`src/rtl/eda_flag_serializer.sv`:
```
// Serializes a row of regional-maxima flags into binary column indices,
// lowest column first, with valid/ready handshakes on both sides.
module eda_flag_serializer #(
  parameter int FLAG_WIDTH = 8,
  parameter int COL_WIDTH  = 3,
  parameter int ROW_WIDTH  = 4,
  parameter int CNT_WIDTH  = $clog2(FLAG_WIDTH + 1)
) (
  input  logic                  clk,
  input  logic                  reset_n,
  input  logic                  flag_valid,
  output logic                  flag_ready,
  input  logic [FLAG_WIDTH-1:0] flag_vector,
  input  logic [ROW_WIDTH-1:0]  flag_row,
  output logic                  idx_valid,
  input  logic                  idx_ready,
  output logic [COL_WIDTH-1:0]  idx_col,
  output logic [ROW_WIDTH-1:0]  idx_row,
  output logic                  idx_last,
  output logic                  vec_done,
  output logic [CNT_WIDTH-1:0]  vec_count
);

  typedef enum logic {IDLE, SCAN} state_t;

  localparam logic [FLAG_WIDTH-1:0] ONE = FLAG_WIDTH'(1);

  state_t                r_state, w_nextState;
  logic [FLAG_WIDTH-1:0] r_pend;
  logic [ROW_WIDTH-1:0]  r_row;
  logic [CNT_WIDTH-1:0]  r_cnt;
  logic                  r_vecDone;
  logic [CNT_WIDTH-1:0]  r_vecCount;
  logic                  r_zeroDefer;

  logic [FLAG_WIDTH-1:0] w_onehot;
  logic [FLAG_WIDTH-1:0] w_rest;
  logic [COL_WIDTH-1:0]  w_col;
  logic                  w_idxFire, w_lastFire;
  logic                  w_accept, w_acceptNz, w_acceptZero;
  logic                  w_doneNext, w_deferNext;
  logic [CNT_WIDTH-1:0]  w_countNext;

  assign w_onehot = r_pend & (~r_pend + ONE);
  assign w_rest   = r_pend & (r_pend - ONE);

  always_comb begin
    w_col = '0;
    for (int i = 0; i < FLAG_WIDTH; i++) begin
      if (w_onehot[i]) w_col = w_col | COL_WIDTH'(i);
    end
  end

  assign idx_valid    = (r_state == SCAN);
  assign idx_last     = idx_valid && (w_rest == '0);
  assign idx_col      = w_col;
  assign idx_row      = r_row;
  assign w_idxFire    = idx_valid && idx_ready;
  assign w_lastFire   = w_idxFire && idx_last;
  assign flag_ready   = (r_state == IDLE) || w_lastFire;
  assign w_accept     = flag_valid && flag_ready;
  assign w_acceptNz   = w_accept && (|flag_vector);
  assign w_acceptZero = w_accept && !(|flag_vector);
  assign vec_done     = r_vecDone;
  assign vec_count    = r_vecCount;

  always_comb begin
    w_nextState = r_state;
    if (w_acceptNz) w_nextState = SCAN;
    else if (w_lastFire) w_nextState = IDLE;
  end

  // A zero vector accepted alongside a final handshake has its done pulse
  // deferred by one cycle so both completions are reported.
  always_comb begin
    w_doneNext  = 1'b0;
    w_countNext = r_vecCount;
    w_deferNext = r_zeroDefer;
    if (w_lastFire) begin
      w_doneNext  = 1'b1;
      w_countNext = r_cnt + CNT_WIDTH'(1);
      w_deferNext = r_zeroDefer || w_acceptZero;
    end else if (r_zeroDefer) begin
      w_doneNext  = 1'b1;
      w_countNext = '0;
      w_deferNext = w_acceptZero;
    end else if (w_acceptZero) begin
      w_doneNext  = 1'b1;
      w_countNext = '0;
    end
  end

  always_ff @(posedge clk or negedge reset_n) begin
    if (!reset_n) begin
      r_state     <= IDLE;
      r_pend      <= '0;
      r_row       <= '0;
      r_cnt       <= '0;
      r_vecDone   <= 1'b0;
      r_vecCount  <= '0;
      r_zeroDefer <= 1'b0;
    end else begin
      r_state     <= w_nextState;
      r_vecDone   <= w_doneNext;
      r_vecCount  <= w_countNext;
      r_zeroDefer <= w_deferNext;
      if (w_acceptNz) begin
        r_pend <= flag_vector;
        r_row  <= flag_row;
        r_cnt  <= '0;
      end else if (w_idxFire) begin
        r_pend <= r_pend & ~w_onehot;
        r_cnt  <= r_cnt + CNT_WIDTH'(1);
      end
    end
  end

endmodule

```
`config.mk`:
```
export PLATFORM = sky130hd
export DESIGN_NAME = eda_flag_serializer
export DESIGN_NICKNAME = d
export VERILOG_FILES = /design/src/rtl/eda_flag_serializer.sv
export SDC_FILE = /design/constraint.sdc
export NUM_CORES = 1
export LEC_CHECK = 0
export BUFFER_PORTS_ARGS = -buffer_cell sky130_fd_sc_hd__buf_4
export CAP_MARGIN = 20
export CORE_MARGIN = 2
export CORE_UTILIZATION = 40
export DETAILED_ROUTE_END_ITERATION = 8
export GPL_TIMING_DRIVEN = 0
export PLACE_DENSITY = 0.6
export SYNTH_ARGS = -nofsm -noshare
export SYNTH_HDL_FRONTEND = slang
export SYNTH_SLANG_ARGS = --single-unit
```
`constraint.sdc`:
```
create_clock -name clk -period 2.4 [get_ports clk]
set_input_delay 0.6 -clock clk [delete_from_list [all_inputs] [get_ports clk]]
set_output_delay 0.6 -clock clk [all_outputs]
set_load 0.02 [all_outputs]
```
==> impl_metrics.tcl, run 1 <==
set metrics [dict create \
    status "finished with violations" \
    ant_nets 0 \
    cp_slowest_cell "or4_4" \
    synth_flop_cell "dfrtp_1" \
    fp.dieH_um 60.65 \
    use_met1 0.2652 \
    synthTopCellsByCount "23 x dfrtp_1, 10 x o2bb2ai_1, 9 x nand2_1" \
    max_stage_delay_ns 0.56 \
    post-route-period-util 1.053 \
    num_antenna_cells 0 \
    crit_type "reg2out" \
    tightestPinTransition_ns 0.4453 \
    htreeDepth 1 \
    fmaxAchievable_ghz 0.3957 \
    power_leakage_nw 0.7718 \
    synthToLayoutAreaGrowth_pct 32.07 \
    dieArea_mm2 0.003678 \
    fin_ws_ns -0.1271 \
    grt_usage 0.1808 \
    grt_max_degree 24 \
    clock-root-buffer "clkbuf_4" \
    busiest_layer "met2" \
    wire_per_inst_um 14.33 \
    final_nets 180 \
    drt_iter0_drc 46 \
    initial_core_util 0.4205 \
    gp_congestion 0.8553 \
    ys_ff_latch 23 \
    use_met2 0.2688 \
    yosysUniqueCellTypes 42 \
    die_w_um 60.65 \
    path_max_fanout 5 \
    required_ns 1.80 \
    grt_util_met3 0.01919 \
    clock-skew-final_ns 0.009100 \
    ys_seq_area_frac 0.4483 \
    numCtsBuffers 3 \
    nFillCells 287 \
    final-hold-violation-count 0 \
    rsz0062_at_grt "true" \
    syn_inst 118 \
    synth_edf_count 0 \
    start_kind "register" \
    synth_area_leaders "dfrtp_1 45%, o2bb2ai_1 6.8%, mux2_4 4.7%" \
    vias 1149 \
    slew_headroom 0.6954 \
    viasPerCell 5.578 \
    synth_area_mm2 0.001284 \
    synth_top_area_frac 0.4483 \
    port_buffers 30 \
    fin_cells 206 \
    finalSetupViolCount 2 \
    syn-num-nets 135 \
    grt_pass1_wl_um 4940 \
    arrival_ns 1.93 \
    clockBufferDepth 2 \
    hold_buffers 0 \
    min_period_ns 2.527 \
    syn_avg_cell_area_um2 10.88 \
    final_max_slew_viol_count 0 \
    worstPathCellList "or4_4, o31ai_4, nand3_4, nand2_2, buf_6" \
    seqCellArea_um2 578.1 \
    clk_pin_slew_ns 0.14 \
    grt_pass1_vias 1080 \
    critPathBufInv 1 \
    cp_top_family "simple AND/OR/NAND/NOR gates" \
    yosys_warnings 0 \
    overflow 0 \
    multi_input_area_um2 659.4 \
    drc 0 \
    min_path_type "in2async" \
    cts_tree "yes" \
    dp.cells 192 \
    drt-total-wl_um 2953 \
    final_layout_size_suffix_gt1_frac 0.4198 \
    num_rows 20 \
    peakVddDrop_mv 0.6695 \
    violations "setup timing" \
    fin_util 0.5553 \
    power_density_mw_per_mm2 1442 \
    core_area_mm2 0.003053 \
    yosysTopAreaCell "dfrtp_1" \
    clock_sinks 23 \
    ioPinCount 31 \
    insertion_delay_ns 0.31 \
    synthArstFlopShare 1.000 \
    max_cap_violations 0 \
    finalPower_mw 2.445 \
    drtPass1Iterations 4 \
    endpoint_kind "output pin" \
    dpl.hpwl_um 2117 \
    antenna_found_initial 0 \
    yosysMostFrequentCell "dfrtp_1" \
]
[per-stage QoR]
stage          hold slack [ns]  instance area [um^2]  setup WS [ns]  setup TNS [ns]
5_1_grt                 0.1592                  1695        -0.2170         -0.4322
3_3_place_gp            0.4779                  1564       -0.01514        -0.01514
6_report                0.1517                  1695        -0.1271         -0.2354
4_1_cts                 0.1600                  1632        -0.2353         -0.5791
2_1_floorplan           0.3044                  1284         0.2122               0
3_5_place_dp            0.4812                  1564        -0.1589         -0.1715
[path summary, 6_finish.rpt]
kind / startpoint / end / slack [ns] / cells past startpoint
worst min-delay path: reset_n / idx_row[0] / 0.15 / 1
worst max register to register: r_pend[2] / idx_row[0] / 0.08 / 6
worst min register to register: vec_count[3] / vec_count[3] / 0.51 / 1
min in group clk: flag_vector[4] / r_pend[4] / 0.50 / 2
worst max-delay path: r_pend[2] / flag_ready / -0.13 / 5
max in group asynchronous: reset_n / r_pend[2] / 2.01 / 1
[layer usage]
metal  vias to the layer above  part of all wire
li1                        539                 -
met1                       561              0.47
met2                        43              0.47
met3                         6             0.041
met4                         0             0.019
met5                         -                 0
[timing repair]
action,4_1_cts,5_1_grt
endpoints found under the hold margin,0,0
pin swaps,4,6
setup buffers,4,8
gates resized for setup,5,6
setup endpoints to repair,2,7
cloned,0,0
[layout make-up]
class / instances / area share
sequential: 23 / 0.3410
inverter: 6 / 0.01328
multi-input combinational: 83 / 0.3889
timing repair buffer: 41 / 0.1882
tap: 44 / 0.03247
buffer: 5 / 0.01993
clock buffer: 3 / 0.01328
clock inverter: 1 / 0.002952
[report_power, final]
part	switching, mW	total, mW	internal [mW]
registers	0.141	0.683	0.542
logic	0.812	1.58	0.769
clock network	0.120	0.182	0.0622
[worst register-to-register path: cells and delay by family (launching register included)]
kind	cells	cell delay [ns]
and+or+nand+nor	2	0.67
AOI/OAI and AO/OA	2	0.57
DFF	1	0.46
muxes	1	0.33
buffers and inverters	1	0.18
[kinds of logic after synthesis]
family,share of synthesized area
adder cells (fa/ha/maj),0.02534
XOR/XNOR,0.01365
buffers and inverters,0.05263
AO/OA/AOI/OAI,0.2710
multiplexers,0.04679
flip-flops,0.4483
AND/OR/NAND/NOR,0.1423
[layout by cell type, fill, tap and decap left out, drive strengths merged, types with 3 or more instances in the layout]
cell	n
a21oi	9
buf	43
clkbuf	6
dfrtp	23
inv	6
mux2	4
nand2	9
nand3	4
nor2	6
nor3	3
o21ai	4
o2bb2ai	10
o31ai	3
[sequential cells by signal, indices dropped and copies added, names as in the netlist]
name and cells:
r_pend 8, idx_row 4, r_cnt 4, idx_valid 1, vec_done 1, r_zeroDefer 1
vec_count 4
No activity file was read; power rests on OpenSTA's default activity.
==> inputs of run 2 (changes only) <==
--- a/config.mk
+++ b/config.mk
@@ -8,10 +8,10 @@
 export BUFFER_PORTS_ARGS = -buffer_cell sky130_fd_sc_hd__buf_4
 export CAP_MARGIN = 20
 export CORE_MARGIN = 2
-export CORE_UTILIZATION = 40
+export CORE_UTILIZATION = 52
 export DETAILED_ROUTE_END_ITERATION = 8
 export GPL_TIMING_DRIVEN = 0
-export PLACE_DENSITY = 0.6
+export PLACE_DENSITY = 0.75
 export SYNTH_ARGS = -nofsm -noshare
 export SYNTH_HDL_FRONTEND = slang
 export SYNTH_SLANG_ARGS = --single-unit
==> impl_metrics.tcl, run 2 (same netlist as run 1, synthesis figures left out) <==
set metrics [dict create \
    status "finished with violations" \
    violations "setup timing" \
    drtPass1Iterations 4 \
    port_buffers 30 \
    use_met2 0.3232 \
    fin_ws_ns -0.06750 \
    max_cap_violations 0 \
    core_area_mm2 0.002410 \
    drc 0 \
    ioPinCount 31 \
    min_period_ns 2.468 \
    power_leakage_nw 0.7486 \
    num_antenna_cells 0 \
    nFillCells 195 \
    fmaxAchievable_ghz 0.4053 \
    numCtsBuffers 3 \
    slew_headroom 0.6931 \
    drt-total-wl_um 2715 \
    clk_pin_slew_ns 0.11 \
    endpoint_kind "output pin" \
    dpl.hpwl_um 2023 \
    cts_tree "yes" \
    placed_cell_area_mm2 0.001546 \
    mostFrequentLayoutCell "buf_4" \
    start_kind "register" \
    arrival_ns 1.87 \
    multi_input_area_um2 656.9 \
    htreeDepth 1 \
    crit_type "reg2out" \
    finalSetupViolCount 2 \
    final_max_slew_viol_count 0 \
    use_met1 0.2950 \
    max_stage_delay_ns 0.56 \
    post-route-period-util 1.028 \
    final-hold-violation-count 0 \
    rsz0062_at_grt "true" \
    wire_per_inst_um 14.44 \
    fp.dieH_um 53.69 \
    overflow 0 \
    antenna_found_initial 0 \
    power_density_mw_per_mm2 1448 \
    clockBufferDepth 2 \
    required_ns 1.80 \
    final_layout_size_suffix_gt1_frac 0.3987 \
    viasPerCell 5.771 \
    clock-skew-final_ns 0.001476 \
    largest_reg_flops 8 \
    dieArea_mm2 0.002882 \
    clock-root-buffer "clkbuf_4" \
    busiest_layer "met2" \
    clock_sinks 23 \
    initial_core_util 0.5327 \
    grt_pass1_wl_um 4257 \
    min_path_type "in2async" \
    grt_max_degree 24 \
    final_area_mm2 0.001640 \
    synthToLayoutAreaGrowth_pct 27.78 \
    fin_hold_ws_ns 0.1632 \
    final_cell_mix "35 x buf_4, 21 x dfrtp_1, 10 x o2bb2ai_1, 8 x a21oi_1, 7 x nand2_1" \
    path_max_fanout 2 \
    worstPathCellList "or4_4, o31ai_4, nand3_4, nand2_2, buf_6" \
    grt_usage 0.2095 \
    ant_nets 0 \
    peakVddDrop_mv 0.8955 \
    vias 1085 \
    dp.cells 178 \
    grt_pass1_vias 944 \
    num_rows 18 \
    grt_util_met3 0.03611 \
    top_register "r_pend" \
    fin_cells 188 \
    reg2reg_depth 6 \
    drt_iter0_drc 18 \
    die_w_um 53.69 \
    insertion_delay_ns 0.30 \
    final_nets 176 \
    seqCellArea_um2 578.1 \
    tightestPinTransition_ns 0.4603 \
    gp_congestion 0.7713 \
    fin_util 0.6807 \
    cp_slowest_cell "or4_4" \
]
==> run 2: metal layers <==
metal / part of all wire / vias up
met5: 0 / -
met4: 0.0044 / 0
met3: 0.051 / 2
met2: 0.47 / 33
met1: 0.48 / 518
li1: - / 532
==> run 2: path summary, 6_finish.rpt <==
kind / from / end / slack [ns]
max: r_pend[2] / flag_ready / -0.07
min: reset_n / r_pend[5] / 0.16
max reg2reg: r_pend[2] / idx_row[1] / 0.10
min reg2reg: vec_count[2] / vec_count[2] / 0.50
max in group asynchronous: reset_n / r_pend[1] / 2.00
min in group clk: vec_count[2] / vec_count[2] / 0.50
==> run 2: layout make-up <==
| class | count | area share |
|---|---|---|
| Buffer | 5 | 0.02060 |
| Clock buffer | 4 | 0.01602 |
| Inverter | 6 | 0.01373 |
| Multi-Input combinational cell | 83 | 0.4005 |
| Timing Repair Buffer | 37 | 0.1739 |
| Sequential cell | 23 | 0.3524 |
| Tap cell | 30 | 0.02288 |
==> run 2: through the flow <==
stage / worst slack, ns / power (mW) / TNS [ns]
after floorplan: 0.2122 / 1.616 / 0
after global placement: -0.01025 / 2.013 / -0.01025
after detailed placement: -0.07630 / 2.049 / -0.07630
after CTS: -0.1993 / 2.354 / -0.3863
after global routing: -0.1401 / 2.547 / -0.2746
final: -0.06750 / 2.375 / -0.1281
==> run 2: report_power, final <==
group / switching (mW) / total (mW) / internal, mW / leakage [nW]
Combinational: 0.796 / 1.53 / 0.734 / 0.444
Clock: 0.105 / 0.170 / 0.0647 / 0.0150
Sequential: 0.134 / 0.676 / 0.541 / 0.290
Total: 1.03 / 2.37 / 1.34 / 0.749
==> run 2: what timing repair did <==
action | 4_1_cts | 5_1_grt
setup endpoints to repair | 2 | 7
gates resized for setup | 5 | 5
pin swaps | 4 | 5
hold buffers | 0 | 0
buffers inserted | 7 | 0
==> run 2: critical path, delay by kind of cell (launching register included) <==
| family | cells | cell delay [ns] |
|---|---|---|
| and+or+nand+nor | 3 | 0.76 |
| buffers and inverters | 1 | 0.12 |
| AOI/OAI and AO/OA | 1 | 0.28 |
| DFF | 1 | 0.42 |
==> inputs of run 3 (changes only) <==
--- a/config.mk
+++ b/config.mk
@@ -8,10 +8,10 @@
 export BUFFER_PORTS_ARGS = -buffer_cell sky130_fd_sc_hd__buf_4
 export CAP_MARGIN = 20
 export CORE_MARGIN = 2
-export CORE_UTILIZATION = 52
+export CORE_UTILIZATION = 56
 export DETAILED_ROUTE_END_ITERATION = 8
 export GPL_TIMING_DRIVEN = 0
-export PLACE_DENSITY = 0.75
+export PLACE_DENSITY = 0.85
 export SYNTH_ARGS = -nofsm -noshare
 export SYNTH_HDL_FRONTEND = slang
 export SYNTH_SLANG_ARGS = --single-unit
==> constraint.sdc (replaced) <==
create_clock -name clk -period 3.2 [get_ports clk]
set_input_delay 0.8 -clock clk [delete_from_list [all_inputs] [get_ports clk]]
set_output_delay 0.8 -clock clk [all_outputs]
set_load 0.02 [all_outputs]
==> impl_metrics.tcl, run 3 (same netlist as run 1, synthesis figures left out) <==
set metrics [dict create \
    status "finished, final reports clean" \
    fin_ws_ns 0.3130 \
    viasPerCell 5.956 \
    max_cap_violations 0 \
    grt_usage 0.2347 \
    fin_cells 180 \
    setup_tns_ns 0 \
    clk_pin_slew_ns 0.13 \
    final_area_mm2 0.001570 \
    dieArea_mm2 0.002692 \
    num_antenna_cells 0 \
    reg2reg_depth 5 \
    grt_pass1_wl_um 4733 \
    ioPinCount 31 \
    die_w_um 51.88 \
    insertion_delay_ns 0.30 \
    power_leakage_nw 0.7176 \
    gp_congestion 0.7909 \
    power_density_mw_per_mm2 1060 \
    final_nets 170 \
    vias 1072 \
    crit_start "r_pend[2]" \
    fmaxAchievable_ghz 0.3464 \
    power.internal_uw 919.2 \
    hold_buffers 0 \
    seqCellArea_um2 575.6 \
    numCtsBuffers 3 \
    path_max_fanout 9 \
    cts_tree "yes" \
    min_period_ns 2.887 \
    htreeDepth 1 \
    drt-total-wl_um 2742 \
    dpl.hpwl_um 2051 \
    start_kind "register" \
    pwr-share-seq 0.312 \
    finalPower_mw 1.665 \
    antenna_found_initial 0 \
    placed_cell_area_mm2 0.001544 \
    final_max_slew_viol_count 0 \
    top_register "r_pend" \
    overflow 0 \
    clock-skew-final_ns 0.007642 \
    drc 0 \
    multi_input_area_um2 640.6 \
    min_path_type "in2async" \
    required_ns 2.40 \
    tightestPinTransition_ns 0.4365 \
    clock-root-buffer "clkbuf_4" \
    peakVddDrop_mv 0.7147 \
    fin_util 0.7167 \
    num_rows 17 \
    drt_iter0_drc 27 \
    clockBufferDepth 2 \
    endpoint_kind "output pin" \
    clock_sinks 23 \
    core_area_mm2 0.002191 \
    grt_max_degree 24 \
    mostFrequentLayoutCell "buf_4" \
    pre_cts_ws_ns 0.5479 \
    nFillCells 157 \
    final-hold-violation-count 0 \
    initial_core_util 0.5860 \
    drtPass1Iterations 4 \
    slew_headroom 0.7090 \
    finalSetupViolCount 0 \
    post_cts_resized 0 \
    p_sw_frac 0.4479 \
    crit_type "reg2out" \
    p_clk_frac 0.078 \
    rsz0062_at_grt "false" \
    dp.cells 176 \
    port_buffers 30 \
    fp.dieH_um 51.88 \
    final_cell_mix "30 x buf_4, 23 x dfrtp_1, 10 x o2bb2ai_1, 9 x nand2_1, 8 x a21oi_1" \
    grt_pass1_vias 1059 \
    cts_setup_buffers 0 \
    wire_per_inst_um 15.23 \
    power_frac_comb 0.610 \
    timing.rr.start "r_pend[2]" \
    final_layout_size_suffix_gt1_frac 0.3289 \
    largest_reg_flops 8 \
    post-route-period-util 0.9022 \
    synthToLayoutAreaGrowth_pct 22.32 \
    ant_nets 0 \
    arrival_ns 2.09 \
    switchingPower_uw 745.7 \
    fin_hold_ws_ns 0.3655 \
]
==> run 3: cell count changes in the layout (fill, tap and decap cells not counted) <==
cell     delta
nand2_1     +2
dfrtp_1     +2
inv_2       -1
o31ai_4     -1
maj3_2      -2
inv_1       +1
dfrtp_2     -2
buf_6       -1
nand2_2     -2
maj3_1      +2
o31ai_2     +1
buf_4       -5
==> run 3: worst paths after layout <==
check / to / slack [ns]
setup / recovery: flag_ready / 0.31
hold / removal: r_pend[0] / 0.37
setup reg to reg: idx_row[1] / 0.86
hold reg to reg: vec_count[2] / 0.51
max in group asynchronous: r_pend[7] / 2.61
min in group clk: vec_count[2] / 0.51
==> run 3: layer usage <==
| layer | vias up | wire, um | track usage |
|---|---|---|---|
| li1 | 517 | - | - |
| met1 | 524 | 1231 | 0.3245 |
| met2 | 29 | 1378 | 0.3882 |
| met3 | 2 | 115 | 0.02011 |
| met4 | 0 | 17 | 0.07895 |
| met5 | - | 0 | 0 |
==> run 3: power groups by stage <==
stage	combinational (mW)	clock, mW	sequential (mW)
global placement	0.993	0	0.513
detailed placement	1.01	0	0.523
floorplan	0.644	0	0.568
CTS	1.02	0.137	0.518
finish	1.02	0.131	0.519
global route	1.10	0.150	0.540
==> run 3: final cells by class <==
cell class / instances / share of cell area
Clock buffer: 4 / 0.01673
Buffer: 6 / 0.02869
Inverter: 6 / 0.01434
Sequential cell: 23 / 0.3665
Multi-Input combinational cell: 83 / 0.4080
Timing Repair Buffer: 30 / 0.1434
Tap cell: 28 / 0.02231
==> run 3: worst max-delay path: stages, from the launching register on <==
cell     delay (ns)
dfrtp_1        0.48
or4_4          0.60
o31ai_4        0.25
nand3_4        0.18
nand2_1        0.13
buf_4          0.15
